--- src/rtl/accel_pkg.sv ---
`default_nettype none
// ============================================================================
// Module      : accel_pkg
// Description : Shared widths and LED-bar helper for the accelerometer filter.
// Revision    : 1.0 - initial release
// ============================================================================
package accel_pkg;

  localparam int DATA_W     = 16;
  localparam int AVG_LOG2   = 3;
  localparam int LED_N      = 10;
  localparam int LED_SHIFT  = 6;
  localparam int LED_CENTER = 5;

  // One-hot tilt bar: one LED step per 2**LED_SHIFT LSB, centred on LED_CENTER.
  function automatic logic [LED_N-1:0] led_onehot(input logic signed [31:0] avg);
    logic signed [31:0] idx;
    idx = (avg >>> LED_SHIFT) + LED_CENTER;
    if (idx < 0) begin
      idx = 0;
    end else if (idx > LED_N - 1) begin
      idx = LED_N - 1;
    end
    return LED_N'(1) << idx;
  endfunction

endpackage
`default_nettype wire

--- src/rtl/accel_axis_avg.sv ---
`default_nettype none
// ============================================================================
// Module      : accel_axis_avg
// Description : One-axis moving average: ring buffer plus running sum.
// Revision    : 1.0 - initial release
// ============================================================================
module accel_axis_avg #(
  parameter int DATA_W   = accel_pkg::DATA_W,
  parameter int AVG_LOG2 = accel_pkg::AVG_LOG2
) (
  input  logic                       clk,
  input  logic                       rst,
  input  logic                       i_accept,
  input  logic                       i_full,
  input  logic [AVG_LOG2-1:0]        i_wr_ptr,
  input  logic signed [DATA_W-1:0]   i_sample,
  output logic signed [DATA_W-1:0]   o_avg_next
);

  localparam int c_depth = 1 << AVG_LOG2;
  localparam int c_sum_w = DATA_W + AVG_LOG2;

  logic signed [DATA_W-1:0]  r_ring [c_depth];
  logic signed [c_sum_w-1:0] r_sum;
  logic signed [DATA_W-1:0]  w_oldest;
  logic signed [c_sum_w-1:0] w_sum_next;

  // Entries not yet written during warm-up contribute nothing to the sum.
  assign w_oldest   = i_full ? r_ring[i_wr_ptr] : '0;
  assign w_sum_next = r_sum
                    + {{AVG_LOG2{i_sample[DATA_W-1]}}, i_sample}
                    - {{AVG_LOG2{w_oldest[DATA_W-1]}}, w_oldest};

  // Upper slice of the sum is the floor (arithmetic) shift by AVG_LOG2.
  assign o_avg_next = w_sum_next[c_sum_w-1:AVG_LOG2];

  always_ff @(posedge clk) begin
    if (rst) begin
      r_sum <= '0;
      for (int i = 0; i < c_depth; i++) begin
        r_ring[i] <= '0;
      end
    end else if (i_accept) begin
      r_ring[i_wr_ptr] <= i_sample;
      r_sum            <= w_sum_next;
    end
  end

endmodule
`default_nettype wire

--- src/rtl/accel_sample_filter.sv ---
`default_nettype none
// ============================================================================
// Module      : accel_sample_filter
// Description : 3-axis moving-average filter with valid/ready and LED tilt bar.
// Revision    : 1.0 - initial release
// ============================================================================
module accel_sample_filter #(
  parameter int DATA_W   = accel_pkg::DATA_W,
  parameter int AVG_LOG2 = accel_pkg::AVG_LOG2
) (
  input  logic                        clk_clk,
  input  logic                        reset_reset,
  input  logic                        in_valid,
  output logic                        in_ready,
  input  logic [DATA_W-1:0]           in_x,
  input  logic [DATA_W-1:0]           in_y,
  input  logic [DATA_W-1:0]           in_z,
  output logic                        out_valid,
  input  logic                        out_ready,
  output logic [DATA_W-1:0]           out_x,
  output logic [DATA_W-1:0]           out_y,
  output logic [DATA_W-1:0]           out_z,
  output logic [accel_pkg::LED_N-1:0] led_bar
);

  import accel_pkg::led_onehot;
  import accel_pkg::LED_N;

  localparam int c_axes = 3;

  logic                      w_accept;
  logic                      w_full;
  logic                      w_full_after;
  logic [AVG_LOG2-1:0]       r_wr_ptr;
  logic [AVG_LOG2:0]         r_fill;
  logic signed [DATA_W-1:0]  w_in  [c_axes];
  logic signed [DATA_W-1:0]  w_avg [c_axes];
  logic [LED_N-1:0]          w_led;

  assign in_ready = !out_valid || out_ready;
  assign w_accept = in_valid && in_ready;

  // Fill counter saturates at 2**AVG_LOG2, so its MSB alone means "full".
  assign w_full       = r_fill[AVG_LOG2];
  assign w_full_after = w_full || (&r_fill[AVG_LOG2-1:0]);

  assign w_in[0] = in_x;
  assign w_in[1] = in_y;
  assign w_in[2] = in_z;

  for (genvar a = 0; a < c_axes; a++) begin : g_axis
    accel_axis_avg #(
      .DATA_W   (DATA_W),
      .AVG_LOG2 (AVG_LOG2)
    ) u_axis (
      .clk        (clk_clk),
      .rst        (reset_reset),
      .i_accept   (w_accept),
      .i_full     (w_full),
      .i_wr_ptr   (r_wr_ptr),
      .i_sample   (w_in[a]),
      .o_avg_next (w_avg[a])
    );
  end

  assign w_led = led_onehot(32'(w_avg[0]));

  always_ff @(posedge clk_clk) begin
    if (reset_reset) begin
      r_wr_ptr <= '0;
      r_fill   <= '0;
    end else if (w_accept) begin
      r_wr_ptr <= r_wr_ptr + AVG_LOG2'(1);
      if (!w_full) begin
        r_fill <= r_fill + (AVG_LOG2 + 1)'(1);
      end
    end
  end

  // A new average replaces the held one in the same cycle it is consumed.
  always_ff @(posedge clk_clk) begin
    if (reset_reset) begin
      out_valid <= 1'b0;
      out_x     <= '0;
      out_y     <= '0;
      out_z     <= '0;
      led_bar   <= '0;
    end else if (w_accept && w_full_after) begin
      out_valid <= 1'b1;
      out_x     <= w_avg[0];
      out_y     <= w_avg[1];
      out_z     <= w_avg[2];
      led_bar   <= w_led;
    end else if (out_ready) begin
      out_valid <= 1'b0;
    end
  end

endmodule
`default_nettype wire

--- config.mk ---
export PLATFORM = sky130hd
export DESIGN_NAME = accel_sample_filter
export DESIGN_NICKNAME = d
export VERILOG_FILES = /design/src/rtl/accel_pkg.sv /design/src/rtl/accel_axis_avg.sv /design/src/rtl/accel_sample_filter.sv
export SDC_FILE = /design/constraint.sdc
export NUM_CORES = 1
export LEC_CHECK = 0
export CELL_PAD_IN_SITES_DETAIL_PLACEMENT = 1
export CELL_PAD_IN_SITES_GLOBAL_PLACEMENT = 1
export CORE_UTILIZATION = 45
export DETAILED_ROUTE_END_ITERATION = 10
export PLACE_DENSITY_LB_ADDON = 0.1
export SYNTH_ARGS = -nofsm -noshare
export SYNTH_HDL_FRONTEND = slang
export SYNTH_SLANG_ARGS = --single-unit
--- constraint.sdc ---
create_clock -name clk_clk -period 5.86 [get_ports clk_clk]
set_input_delay 1.172 -clock clk_clk [delete_from_list [all_inputs] [get_ports clk_clk]]
set_output_delay 1.172 -clock clk_clk [all_outputs]
set_load 0.01 [all_outputs]
==> results_dict.tcl, run 1 <==
set metrics [dict create \
    outcome "finished, final reports clean" \
    synth_area_per_cell_um2 11.77 \
    crit_path_top_delay_cell "mux4_2" \
    syn-instance-count 2217 \
    fp.coreArea_um2 56820 \
    synth_cell_types 85 \
    grt_max_degree 73 \
    die_w_um 242.8 \
    clockRootBuffer "clkbuf_16" \
    final_cell_mix "edfxtp_1, nor3_1, nand2_1" \
    stdcell_count 3132 \
    period_needed_ns 5.474 \
    r2r_setup_slack_ns 0.39 \
    power.total_w 0.01233 \
    synth_fp_nets 2388 \
    p_leak_nw 10.81 \
    vias_per_cell 5.641 \
    cp_data_arrival_time_ns 6.01 \
    vias 17669 \
    cts.path.max_buffers 3 \
    vdd_drop_max_v 0.0003220 \
    fill_cells 5889 \
    grt_pass1_wl_um 114100 \
    drt-initial-drc-count 1160 \
    mostFrequentLayoutCell "edfxtp_1" \
    crit_chain "buf_12 > mux4_2 > mux2i_1 > nor2b_1 > fa_1 > inv_1 > fa_1 > a211oi_2 > o211ai_2 > and2_1 > a31oi_1 > xor2_1 > ha_1 > inv_1 > a31oi_1 > a31oi_1 > o21ai_0 > a22oi_1 > o211ai_4 > nor4_4 > a32o_2" \
    die_h_um 242.8 \
    regArea_um2 14060 \
    cp_num_cells 21 \
    crit_top_cell "a31oi_1" \
    grtUsageTotal_pct 25.51 \
    path_class "reg -> reg" \
    area_delta_synth_final_pct 15.94 \
    maxSlewHeadroom_pct 41.43 \
    r2r_end "led_bar[3]" \
    layout-drive-gt1-share_pct 13.52 \
    gp_congestion 0.8298 \
    cp-start-kind "flip-flop" \
    hold_viol 0 \
    cts.sinks 510 \
    ant_nets 0 \
    finalMaxSlewViolations 0 \
    finalCritPeriodShare_pct 93.42 \
    cts_tree "built" \
    clk_latency_ns 0.61 \
    pin_count 112 \
    dr.pass1.iters 5 \
    htree_levels 2 \
    clock.fmax_ghz 0.1827 \
    cts_resized 0 \
    gr-total-overflow 0 \
    finalSetupViolCount 0 \
    worstSetupEndpointType "flip-flop" \
    wl_um 73820 \
    grt_pass1_vias 18901 \
    worstMarginPinSlew_ns 0.8785 \
    multi_input_area_um2 10690 \
    yosysSeqAreaShare_pct 53.86 \
    portBuffers 111 \
    ys_ff_latch 510 \
    antenna_found_initial 2 \
    yosys_warnings 0 \
    fp-row-count 87 \
    rsz0062_at_grt "false" \
    drc_errors 0 \
    synth_edf_count 384 \
    synth-async-reset-ratio_pct 0 \
    required_ns 6.39 \
    r2r_cells 21 \
    cts-buffers-inserted 55 \
    netlist_area_um2 26090 \
    p_per_area_nw_per_um2 407.6 \
    dp_cells 3025 \
    clk_pin_slew_ns 0.06 \
    worstPathMaxFanout 12 \
    max_stage_delay_ns 0.52 \
    skew_ns 0.02682 \
    start_util_pct 45.92 \
    wl_per_cell_um 23.57 \
    dieArea_um2 58950 \
    nets 2501 \
    cap_violations 0 \
    dp_hpwl_um 47030 \
    endpoint "led_bar[3]" \
    synthFlopType "edfxtp_1" \
    crit_family "compound AO/OA/AOI/OAI gates" \
    min_path_type "reg -> reg" \
    cp.buffers_inverters 3 \
]
==> power breakdown <==
group | total, W | switching, W | internal (W) | leakage, nW
registers | 0.00426 | 0.000117 | 0.00414 | 5.01
logic | 0.00462 | 0.00285 | 0.00177 | 4.97
clock network | 0.00345 | 0.00146 | 0.00199 | 0.836
==> repair_timing <==
| item | CTS | global route |
|---|---|---|
| hold buffers | 0 | 0 |
| endpoints found under the setup margin | 0 | 11 |
| setup buffers | 0 | 4 |
| endpoints found under the hold margin | 0 | 0 |
==> routing by layer <==
| metal | up-vias | part of all wire (%) | global-route usage, % |
|---|---|---|---|
| met5 | - | 0 | 0 |
| met4 | 0 | 1.9 | 5.790 |
| met3 | 93 | 4.8 | 3.151 |
| met2 | 404 | 48 | 42.02 |
| met1 | 9078 | 46 | 36.10 |
| li1 | 8094 | - | - |
==> metrics by stage <==
| stage | hold WS (ns) | utilization, % | cell area, um^2 | setup TNS, ns | setup WS (ns) |
|---|---|---|---|---|---|
| after floorplan | 0.4363 | - | 26090 | 0 | 0.1327 |
| after global placement | 0.4428 | 50.07 | 28450 | 0 | 0.05893 |
| after detailed placement | 0.4483 | 50.07 | 28450 | -0.5903 | -0.1337 |
| after CTS | 0.4567 | 53.13 | 30190 | 0 | 0.1189 |
| after global routing | 0.4712 | 53.23 | 30250 | 0 | 0.04211 |
| final | 0.4527 | 53.23 | 30250 | 0 | 0.3857 |
==> worst min-delay path by stage <==
| stage | slack [ns] | cells past startpoint | to | from |
|---|---|---|---|---|
| 2_1_floorplan | 0.44 | 2 | g_axis[0].u_axis.r_sum[0] | g_axis[0].u_axis.r_sum[0] |
| 3_5_place_dp | 0.45 | 2 | out_z[13] | out_z[13] |
| 5_1_grt | 0.47 | 2 | out_y[4] | out_y[4] |
| 4_1_cts | 0.46 | 2 | out_z[13] | out_z[13] |
| 6_report | 0.45 | 2 | out_z[13] | out_z[13] |
| 3_3_place_gp | 0.44 | 2 | out_z[13] | out_z[13] |
==> cell usage after synthesis, types with 36 or more instances <==
cell type  instances  area [um^2]
fa_1              54         1081
inv_1            177        664.4
ha_1              65        813.3
nor2_1            76        285.3
nor3_1           272         1361
mux2i_1           44        440.4
nor2b_1           49        306.5
nand2_1          187        701.9
xnor2_1           36        315.3
edfxtp_1         384        11530
clkbuf_1         118        442.9
and2_1           125        782.0
clkinv_1          44        165.2
a21oi_1          115        575.6
mux4_2            96         2162
dfxtp_1          126         2522
==> flip-flops by register name, summed over array words and instances (netlist names), named ones only <==
name                  flops
out_z                    16
out_valid                 1
r_wr_ptr                  3
r_fill                    4
out_x                    16
led_bar                  10
g_axis.u_axis.r_sum      57
g_axis.u_axis.r_ring    384
out_y                    16
==> cells by family (layout without fill, tap and decap cells) <==
group / Yosys count / after routing / share of synthesized area (%)
AOI/OAI and AO/OA: 260 / 260 / 6.560
xor gates and xnor gates: 57 / 57 / 2.072
adders and majority gates: 119 / 119 / 7.260
buffers and inverters: 363 / 521 / 5.357
DFF: 510 / 510 / 53.86
muxes: 144 / 144 / 10.15
other: 0 / 1 / 0
and+or+nand+nor: 764 / 764 / 14.74
==> tightest hold or removal path: cells and delay by family (launching register included) <==
kind	cells	cell delay, ns
AOI/OAI and AO/OA	1	0.05
and+or+nand+nor	1	0.05
DFF	1	0.30
==> final cells by class <==
type | count | share of cell area [%]
well taps | 756 | 3.127
clock inverters | 33 | 1.001
diodes | 1 | 0.008273
clock buffers | 69 | 4.757
flip-flops and latches | 510 | 46.49
inverters | 221 | 2.742
multi-input cells | 1344 | 35.34
repair buffers | 198 | 6.527
Power figures use the tool's default switching activity.
==> inputs of run 2 (changes only) <==
- ABC_CLOCK_PERIOD_IN_PS: unset -> 4400
- SYNTH_HIERARCHICAL: unset -> 1
- clock period: 5.86 -> 4.4 ns (I/O delays scaled with it)
==> results_dict.tcl, run 2 <==
set metrics [dict create \
    largest_register_ffs 384 \
    max_stage_delay_ns 0.48 \
    synth_common_cells "edfxtp_1, nor3_1, inv_1" \
    finalCritPeriodShare_pct 111.7 \
    outcome "finished with violations" \
    skew_ns 0.02445 \
    period_needed_ns 4.914 \
    worstPathMaxFanout 12 \
    largest_register "g_axis.u_axis/r_ring" \
    yosys_warnings 6 \
    cp_data_arrival_time_ns 5.44 \
    antenna_found_initial 0 \
    drt-initial-drc-count 1448 \
    clockRootBuffer "clkbuf_16" \
    gp_congestion 0.9143 \
    cts.sinks 507 \
    p_leak_nw 12.41 \
    vias_per_cell 5.933 \
    maxSlewHeadroom_pct 30.16 \
    fin_ws_ns -0.5144 \
    antennaDiodeCount 0 \
    worstMarginPinSlew_ns 1.048 \
    min_delay_worst_endpoint "out_x[6]" \
    die_w_um 244.7 \
    fp-row-count 88 \
    area_delta_synth_final_pct 26.12 \
    synth-async-reset-ratio_pct 0 \
    tns_ns -4.460 \
    ant_nets 0 \
    crit_chain "and3b_2 > buf_12 > a22o_1 > a221oi_1 > a31oi_1 > buf_4 > fa_1 > inv_1 > ha_4 > buf_4 > nand4_1 > a21oi_2 > nor2b_4 > o21ai_0 > xor2_1 > buf_4 > o2111ai_1 > a2bb2oi_2 > o31a_1 > or4_4 > a211oi_2" \
    whs_path_depth 2 \
    fill_cells 6133 \
    timing.rr.start "r_wr_ptr[0]" \
    stdcell_count 3593 \
    hold_viol 0 \
    dr.pass1.iters 5 \
    gr-total-overflow 0 \
    clk_pin_slew_ns 0.06 \
    required_ns 4.92 \
    dp_cells 3461 \
    crit_path_top_delay_cell "fa_1" \
    drc_errors 0 \
    portBuffers 111 \
    wl_met2_um 45400 \
    grt_max_degree 99 \
    wl_um 88310 \
    netlist.area_leader.share_pct 43.50 \
    cts_tree "built" \
    grt_pass1_vias 22362 \
    synth_cell_types 95 \
    dieArea_um2 59880 \
    finalMaxSlewViolations 0 \
    synth_area_per_cell_um2 10.71 \
    r2r_end "led_bar[0]" \
    route.met3.wl_um 4131 \
    r2r_cells 21 \
    synth_edf_count 384 \
    synthTopCellsByArea "edfxtp_1, dfxtp_1, nor3_1" \
    cts-buffers-inserted 56 \
    netlist_area_um2 26510 \
    min_path_type "reg -> reg" \
    path_class "reg -> reg" \
    dpl_worst_slack_ns -0.9242 \
    maxUsedRoutingLayer "met4" \
    clock.fmax_ghz 0.2035 \
    min_from "out_x[6]" \
    pin_count 112 \
    dp_hpwl_um 59900 \
    synth_fp_nets 2646 \
    htree_levels 2 \
    fp.coreArea_um2 57920 \
    p_per_area_nw_per_um2 561.4 \
    power.total_w 0.01877 \
    cts.path.max_buffers 3 \
    clk_latency_ns 0.62 \
    cap_violations 0 \
    ys_ff_latch 507 \
    yosysSeqAreaShare_pct 52.79 \
    yosysTopAreaCell "edfxtp_1" \
    die_h_um 244.7 \
    worstSetupEndpointType "flip-flop" \
    finalSetupViolCount 11 \
    layout-drive-gt1-share_pct 23.13 \
    r2r_setup_slack_ns -0.51 \
    cp-start-kind "flip-flop" \
    wl_per_cell_um 24.58 \
    crit_top_cell "buf_4" \
    synthFlopType "edfxtp_1" \
    drt-met1-wl_um 36420 \
    reg.largest.list "g_axis.u_axis/r_ring (384), g_axis.u_axis/r_sum (57)" \
    mostFrequentLayoutCell "edfxtp_1" \
    violations "negative setup slack" \
    syn-instance-count 2475 \
    crit_family "compound AO/OA/AOI/OAI gates" \
    yosysMostFrequentCell "edfxtp_1" \
    cp.buffers_inverters 5 \
    vias 21319 \
    final_cell_mix "edfxtp_1, buf_4, nor3_1" \
    grt_pass1_wl_um 132300 \
    vdd_drop_max_v 0.0003618 \
    rsz0062_at_grt "true" \
    start_util_pct 45.77 \
    nets 2953 \
    grtUsageTotal_pct 28.84 \
    final_util_pct 57.72 \
]
[run 2: cell types whose count changed in the layout (fill, tap and decap cells not counted), sizes merged, moves of 31 or more]
cell	before	now
nor2b	49	5
a22oi	3	111
and2	126	65
a221oi	0	45
a22o	6	49
mux4	96	0
and3	4	50
a31oi	10	51
buf	88	354
nand2	188	157
nor3	274	321
[run 2: per-layer routing]
layer	vias up	global-route usage, %
met4	0	9.136
li1	9638	-
met2	644	51.35
met1	10904	36.72
met3	133	2.865
met5	-	0
[run 2: repair_timing]
| item | 4_1_cts | 5_1_grt |
|---|---|---|
| cloned | 0 | 0 |
| hold buffers | 0 | 0 |
| pin swaps | 27 | 49 |
| setup endpoints to repair | 20 | 45 |
| setup buffers | 7 | 21 |
| resized for setup | 73 | 118 |
[run 2: worst register-to-register path, stage by stage, from the launching register on]
cell	delay, ns
dfxtp_4	0.36
and3b_2	0.23
buf_12	0.15
a22o_1	0.23
a221oi_1	0.22
a31oi_1	0.13
buf_4	0.17
fa_1	0.48
inv_1	0.07
ha_4	0.26
buf_4	0.11
nand4_1	0.17
a21oi_2	0.36
nor2b_4	0.09
o21ai_0	0.22
xor2_1	0.17
buf_4	0.17
o2111ai_1	0.16
a2bb2oi_2	0.17
o31a_1	0.30
or4_4	0.43
a211oi_2	0.18
[run 2: cell families after synthesis]
group | after synthesis | share of synthesized area (%)
AOI/OAI and AO/OA | 521 | 14.16
xor gates and xnor gates | 59 | 2.002
adders and majority gates | 119 | 7.147
buffers and inverters | 453 | 7.477
DFF | 507 | 52.79
muxes | 29 | 1.133
and+or+nand+nor | 787 | 15.29
[run 2: power breakdown]
part           total [W]  internal (W)  switching (W)
combinational    0.00841       0.00381        0.00460
sequential       0.00566       0.00550       0.000153
clock            0.00470       0.00269        0.00200
total             0.0188        0.0120        0.00676
[run 2: area by class of cell]
cell class                 instances  area, um^2  share of cell area [%]
tap                              765       957.2                   2.863
timing repair buffer             464        4118                   12.32
sequential                       507       14000                   41.89
inverter                         238       898.4                   2.687
clock inverter                    30       285.3                  0.8534
clock buffer                      74        1539                   4.604
multi-input combinational       1515       11630                   34.78
[run 2: worst max-delay path by stage]
stage | startpoint | endpoint | slack [ns] | cells after the start
after floorplan | r_wr_ptr[0] | led_bar[0] | -0.28 | 22
after detailed placement | in_x[14] | led_bar[0] | -0.92 | 16
after global routing | r_wr_ptr[0] | led_bar[0] | -0.67 | 23
after CTS | r_wr_ptr[0] | led_bar[0] | -0.50 | 20
after global placement | in_x[7] | led_bar[0] | -0.77 | 17
final | r_wr_ptr[0] | led_bar[0] | -0.51 | 21
[run 2: stage by stage]
stage | hold slack (ns) | cell area, um^2
final | 0.4558 | 33430
after global routing | 0.4784 | 33430
after CTS | 0.4595 | 32650
after detailed placement | 0.4513 | 30400
after global placement | 0.4483 | 30400
after floorplan | 0.4427 | 26700
